==> config.mk <==
export PLATFORM = sky130hd
export DESIGN_NAME = serial_subtractor
export DESIGN_NICKNAME = d
export VERILOG_FILES = /design/src/rtl/serial_subtractor.sv
export SDC_FILE = /design/constraint.sdc
export NUM_CORES = 1
export LEC_CHECK = 0
export CAP_MARGIN = 20
export CORE_ASPECT_RATIO = 0.9
export CORE_MARGIN = 5
export CORE_UTILIZATION = 42
export CTS_BUF_LIST = sky130_fd_sc_hd__clkbuf_4 sky130_fd_sc_hd__clkbuf_8
export CTS_CLUSTER_SIZE = 12
export DETAILED_ROUTE_END_ITERATION = 10
export PLACE_DENSITY = 0.71
export SKIP_LAST_GASP = 1
export SLEW_MARGIN = 20
export SYNTH_ARGS = -nofsm -noshare
export SYNTH_HDL_FRONTEND = slang
export SYNTH_SLANG_ARGS = --single-unit
==> constraint.sdc <==
create_clock -name clk -period 1.17 [get_ports clk]
set_input_delay 0.234 -clock clk [delete_from_list [all_inputs] [get_ports clk]]
set_output_delay 0.234 -clock clk [all_outputs]
set_load 0.02 [all_outputs]
==> src/rtl/serial_subtractor.sv <==
// Bit-serial two's-complement subtractor: diff = a - b - bin, LSB first over WIDTH cycles,
// one full-subtractor cell plus a borrow flop, with a start/busy/done handshake.
module serial_subtractor #(
    parameter int unsigned WIDTH = 4
) (
    input  logic             clk,
    input  logic             rst_n,
    input  logic             start,
    input  logic [WIDTH-1:0] a,
    input  logic [WIDTH-1:0] b,
    input  logic             bin,
    output logic             busy,
    output logic             done,
    output logic [WIDTH-1:0] diff,
    output logic             bout
);

    localparam int unsigned CW   = (WIDTH > 2) ? $clog2(WIDTH) : 1;
    localparam int unsigned LAST = WIDTH - 1;

    typedef enum logic [1:0] {
        IDLE = 2'd0,
        RUN  = 2'd1,
        DONE = 2'd2
    } state_t;

    state_t           state;
    logic [WIDTH-1:0] a_sr;
    logic [WIDTH-1:0] b_sr;
    logic [WIDTH-1:0] r_sr;
    logic             brw;
    logic [CW-1:0]    cnt;

    logic             d_c;
    logic             brw_c;
    logic [WIDTH-1:0] r_next_c;

    // Full-subtractor cell on the current LSBs.
    assign d_c      = a_sr[0] ^ b_sr[0] ^ brw;
    assign brw_c    = (~a_sr[0] & b_sr[0]) | (~a_sr[0] & brw) | (b_sr[0] & brw);
    assign r_next_c = {d_c, r_sr[WIDTH-1:1]};

    always_ff @(posedge clk) begin
        if (!rst_n) begin
            state <= IDLE;
            busy  <= 1'b0;
            done  <= 1'b0;
            diff  <= '0;
            bout  <= 1'b0;
            a_sr  <= '0;
            b_sr  <= '0;
            r_sr  <= '0;
            brw   <= 1'b0;
            cnt   <= '0;
        end else begin
            done <= 1'b0;
            case (state)
                // DONE accepts a new request exactly like IDLE for back-to-back use.
                IDLE, DONE: begin
                    if (start) begin
                        a_sr  <= a;
                        b_sr  <= b;
                        brw   <= bin;
                        r_sr  <= '0;
                        cnt   <= '0;
                        busy  <= 1'b1;
                        state <= RUN;
                    end else begin
                        busy  <= 1'b0;
                        state <= IDLE;
                    end
                end
                RUN: begin
                    a_sr <= a_sr >> 1;
                    b_sr <= b_sr >> 1;
                    brw  <= brw_c;
                    r_sr <= r_next_c;
                    cnt  <= cnt + CW'(1);
                    if (cnt == CW'(LAST)) begin
                        diff  <= r_next_c;
                        bout  <= brw_c;
                        done  <= 1'b1;
                        busy  <= 1'b0;
                        state <= DONE;
                    end
                end
                default: begin
                    busy  <= 1'b0;
                    state <= IDLE;
                end
            endcase
        end
    end

endmodule

# ---- Yosys cells after proc, flatten, opt, wreduce, memory -nomap -nowiden
# Cells that the tools add are included.
dict set report word_totals {
  regBits 24
  word_cells 47
}
dict set report op_classes {
  n_reduce_logical 6
  n_eq_ne 5
  n_addsub 1
  bitwise 8
  muxes 17
}
# cell n
set op_table {}
lappend op_table {{$pmux 4 s2} 3}
lappend op_table {{$mux 4} 3}
lappend op_table {{$pmux 2 s2} 2}
lappend op_table {{$reduce_and 2->1} 3}
lappend op_table {{$mux 1} 5}
lappend op_table {{$eq 2x2->1 const B} 2}
lappend op_table {{$mux 2} 2}
lappend op_table {{$ne 2x2->1 const B} 2}
lappend op_table {{$pmux 1 s2} 2}
lappend op_table {{$and 1x1->1} 3}
lappend op_table {{$add 2x1->2 const B} 1}
lappend op_table {{$eq 2x1->1 const B} 1}
lappend op_table {{$logic_not 2->1} 1}
lappend op_table {{$or 1x1->1} 2}
lappend op_table {{$reduce_bool 2->1} 1}
lappend op_table {{$reduce_or 2->1} 1}
lappend op_table {{$xor 1x1->1} 2}
lappend op_table {{$not 1->1} 1}

# ---- Depth between registers and ports, before layout
dict set report depth {
  ltp_word 5
  mapped_depth 5
  depth_no_buf 4
}

# ---- Worst setup path before layout
# No wires, ideal clock.
dict set report synth_path {
  kind {flip-flop to flip-flop}
  start {register a_sr[0]}
  end {register r_sr[3]}
  setup_slack_ns 0.000
  path_buffers 0
  t_arrival_ns 1.048
  stages_incl_launch_ff 5
  synth_period_minus_slack_ns 1.170
  path_cell_list {dfxtp_1 > inv_1 > fa_1 > nand2b_1 > a21oi_1}
}
dict set report synth_via {
  elab_chain_cells 3
}
# element line
set synth_rtl {}
lappend synth_rtl {{start, declared} 28} ;# logic [WIDTH-1:0] a_sr;
lappend synth_rtl {{start signal, assigned} 74} ;# a_sr <= a_sr >> 1;
lappend synth_rtl {{$xor 1x1->1 (2 in series)} 39} ;# assign d_c = a_sr[0] ^ b_sr[0] ^ brw;
lappend synth_rtl {{$pmux 4 s2} 57} ;# case (state)
lappend synth_rtl {{end signal, assigned} 77} ;# r_sr <= r_next_c;
lappend synth_rtl {{end, declared} 30} ;# logic [WIDTH-1:0] r_sr;
# Every way passes these cells.
# A chain may end at the register's enable or synchronous reset.

# ---- Worst setup path in the final report
dict set report layout_path {
  start {register brw}
  end {register r_sr[3]}
}
dict set report layout_via {
  elab_chain_cells 2
}
# element line
set layout_rtl {}
lappend layout_rtl {{start, declared} 31} ;# logic brw;
lappend layout_rtl {{start signal, assigned} 63} ;# brw <= bin;
lappend layout_rtl {{start signal, assigned} 76} ;# brw <= brw_c;
lappend layout_rtl {{$xor 1x1->1} 39}
lappend layout_rtl {{$pmux 4 s2} 57}
# Every way passes these cells.

==> metrics.md <==
| Metric | Value |
|---|---|
| Later-pin clock latency in the skew report | 300 ps |
| Commonest non-fill, non-tap cell in the layout | nand2_1 |
| Failing checks | setup timing |
| Largest net degree at the start of global routing | 17 |
| Via count | 770 |
| Die W | 59.53 microns |
| Post-layout net count | 144 |
| H-Tree Depth | 1 |
| Sequential share of power | 60.2% |
| Largest buffer count on any clock path | 2 |
| Root buf cell | clkbuf_4 |
| Sink Count | 23 |
| RSZ-0062 raised after global routing | yes |
| Worst-path fanout max | 2 |
| Post-CTS setup buffer count | 0 |
| Sequential share of the synthesized area | 49.66% |
| Met3 wire length | 48 microns |
| DRT Wirelength | 1782 microns |
| CTS buffer count | 3 |
| Comb pwr share | 14.8% |
| Ant diodes | 0 |
| Cells after Synth | 109 |
| Placed cell count | 152 |
| Min-delay worst type | register to register |
| Switch share | 25.50% |
| Initial Util | 43.28% |
| Crit Path Class | register to register |
| Slowest CP cell | fa_1 |
| Post-Syn Area per Cell | 8.506 sq um |
| Max_cap viols | 0 |
| Synth Cell Area | 927.1 sq um |
| Die Area | 3249 sq um |
| DRC errors left | 0 |
| Final min period | 1201 ps |
| Power Density | 1248 nW/um^2 |
| Total design power | 1.417 mW |
| I/O pin count | 19 |
| Cells along the critical path | fa_1, nand2b_1, a21oi_1 |
| YS warnings | 0 |
| Largest stage delay on the critical path | 570 ps |
| Worst VDD drop | 0.8518 mV |
| Final count of hold timing violations | 0 |
| Die H | 54.58 microns |
| Number of synthesized register bits | 23 |
| Top layer in use | met4 |
| Area Growth Syn to Fin | 22.40% |
| Global route overflow | 0 |
| NetSw | 0.3613 mW |
| CTS clk-pin slew, worst paths | 120 ps |
| Distinct cell type count after synthesis | 19 |
| Cells on worst reg2reg path | 3 |
| Hold-fix buffers at CTS | 0 |
| Hold Path Depth | 2 |
| Slew headroom | 65.94% |
| DR WL/cell | 11.42 microns |
| Max Slew Vio Count | 0 |
| Clock Skew | 1.828 ps |
| Routability cong. | 0.7774 |
| Maximum clock rate | 832.7 MHz |
| Syn_nets | 123 |
| Critical Path AT | 1380 ps |
| Clk network pwr share | 25.0% |
| Core ar. | 2142 sq um |
| Metal-1 WL | 887 microns |
| Worst setup EP type | register |
| Tcrit/Tclk final | 102.6% |
| WP data required | 1350 ps |
| Cell Rows | 16 |
| Actual slew at the worst max-slew pin | 510.4 ps |
| Setup TNS Final | -30.86 ps |
| Fraction of final layout cells sized beyond drive strength 1 | 19.38% |
| 1st-pass router iterations | 4 |
| CP Launch Type | register |
| Status | finished with violations |
| I/O Buffers | 18 |
| Vias in the first global route | 756 |
| Internal | 1.055 mW |
| HPWL Detailed | 1329 microns |
| Final setup fails | 1 |
| Antenna violations before repair | 0 |
| Most frequent cells in the layout | nand2_1, dfxtp_1, a21oi_1, nand3_1, clkdlybuf4s50_1 |
| Non-Filler Instances | 156 |
| Leak | 0.4243 nW |
| Global Route Usage Sum | 12.62% |
| First-pass GRT wire length | 3118 microns |
| Met2 wire length | 836 microns |
| Final setup margin | -30.86 ps |
| Vias per Instance | 4.936 |
| CTS tree | built |
| Post-DRT Antenna Nets | 0 |
| Initial DRC count | 23 |
## cell type report
type / count / area, sq um
clock buffer: 3 / 22.52
clock inverter: 1 / 5.005
fill: 218 / 1007
inverter: 3 / 11.26
multi-input combinational: 76 / 407.9
sequential: 23 / 465.4
tap: 27 / 33.78
timing repair buffer: 23 / 188.9
## synthesized netlist by cell type
library cell,instances,area share [%]
nand3b_1,1,0.81
nand2_1,23,9.3
a311oi_2,1,1.6
ha_1,1,1.3
o21ai_0,7,3.8
buf_6,2,2.4
inv_1,3,1.2
nor2_1,4,1.6
fa_1,1,2.2
a21oi_1,13,7.0
dfxtp_1,23,50
nand2b_1,3,2.0
nand3_1,11,5.9
a31oi_1,8,5.4
and2b_4,1,1.1
nor2b_1,1,0.68
buf_2,4,2.2
nand2b_2,1,0.94
buf_4,1,0.81
## per-layer routing
| layer | vias up | global-route usage (%) |
|---|---|---|
| li1 | 411 | - |
| met5 | - | 0 |
| met2 | 8 | 21.27 |
| met3 | 2 | 2.358 |
| met4 | 0 | 5.535 |
| met1 | 349 | 15.77 |
## state kept, by name (all words and copies together) (netlist names)
signal,count
a_sr,4
b_sr,4
bout,1
brw,1
busy,1
cnt,2
diff,4
done,1
r_sr,3
state,2
## critical path, delay by kind of cell, from the launching register on
family	cells	cell delay, ps
AND/OR/NAND/NOR	1	110
AO/OA/AOI/OAI	1	50
adder cells (fa/ha/maj)	1	570
flip-flops	1	350
## stage by stage
step | instance area, sq um | utilization (%) | setup slack, ps | hold WS [ps]
2_1_floorplan | 927.1 | - | 45.97 | 370.0
3_3_place_gp | 1129 | 52.69 | -134.9 | 443.5
3_5_place_dp | 1129 | 52.69 | -178.7 | 448.4
4_1_cts | 1167 | 54.50 | -39.58 | 452.0
5_1_grt | 1135 | 52.98 | -61.27 | 466.2
6_report | 1135 | 52.98 | -30.86 | 461.3
## power by group through the flow
stage                     clock network (mW)  registers (mW)  logic, mW
after CTS                              0.376           0.851      0.212
final                                  0.354           0.853      0.210
after global routing                   0.406           0.860      0.234
after global placement                     0           0.866      0.205
after detailed placement                   0           0.868      0.212
after floorplan                            0           0.864      0.141
## logic make-up after synthesis
logic type | count (synthesis) | share of synthesized area (%)
AOI/OAI and AO/OA | 29 | 17.81
adders and majority gates | 2 | 3.509
buffers and inverters | 10 | 6.613
DFF | 23 | 49.66
and+or+nand+nor | 45 | 22.40
## what timing repair did
item,4_1_cts,5_1_grt
setup endpoints to repair,9,16
resized for setup,23,11
pin swaps,0,3
endpoints found under the hold margin,0,0
## final timing paths
check                           startpoint  endpoint  slack [ps]
worst max-delay path                   brw   r_sr[3]         -30
worst min register to register     diff[1]   diff[1]         460
worst min-delay path               diff[1]   diff[1]         460
worst max register to register         brw   r_sr[3]         -30
Note: power is estimated with default switching activity, not from simulation.
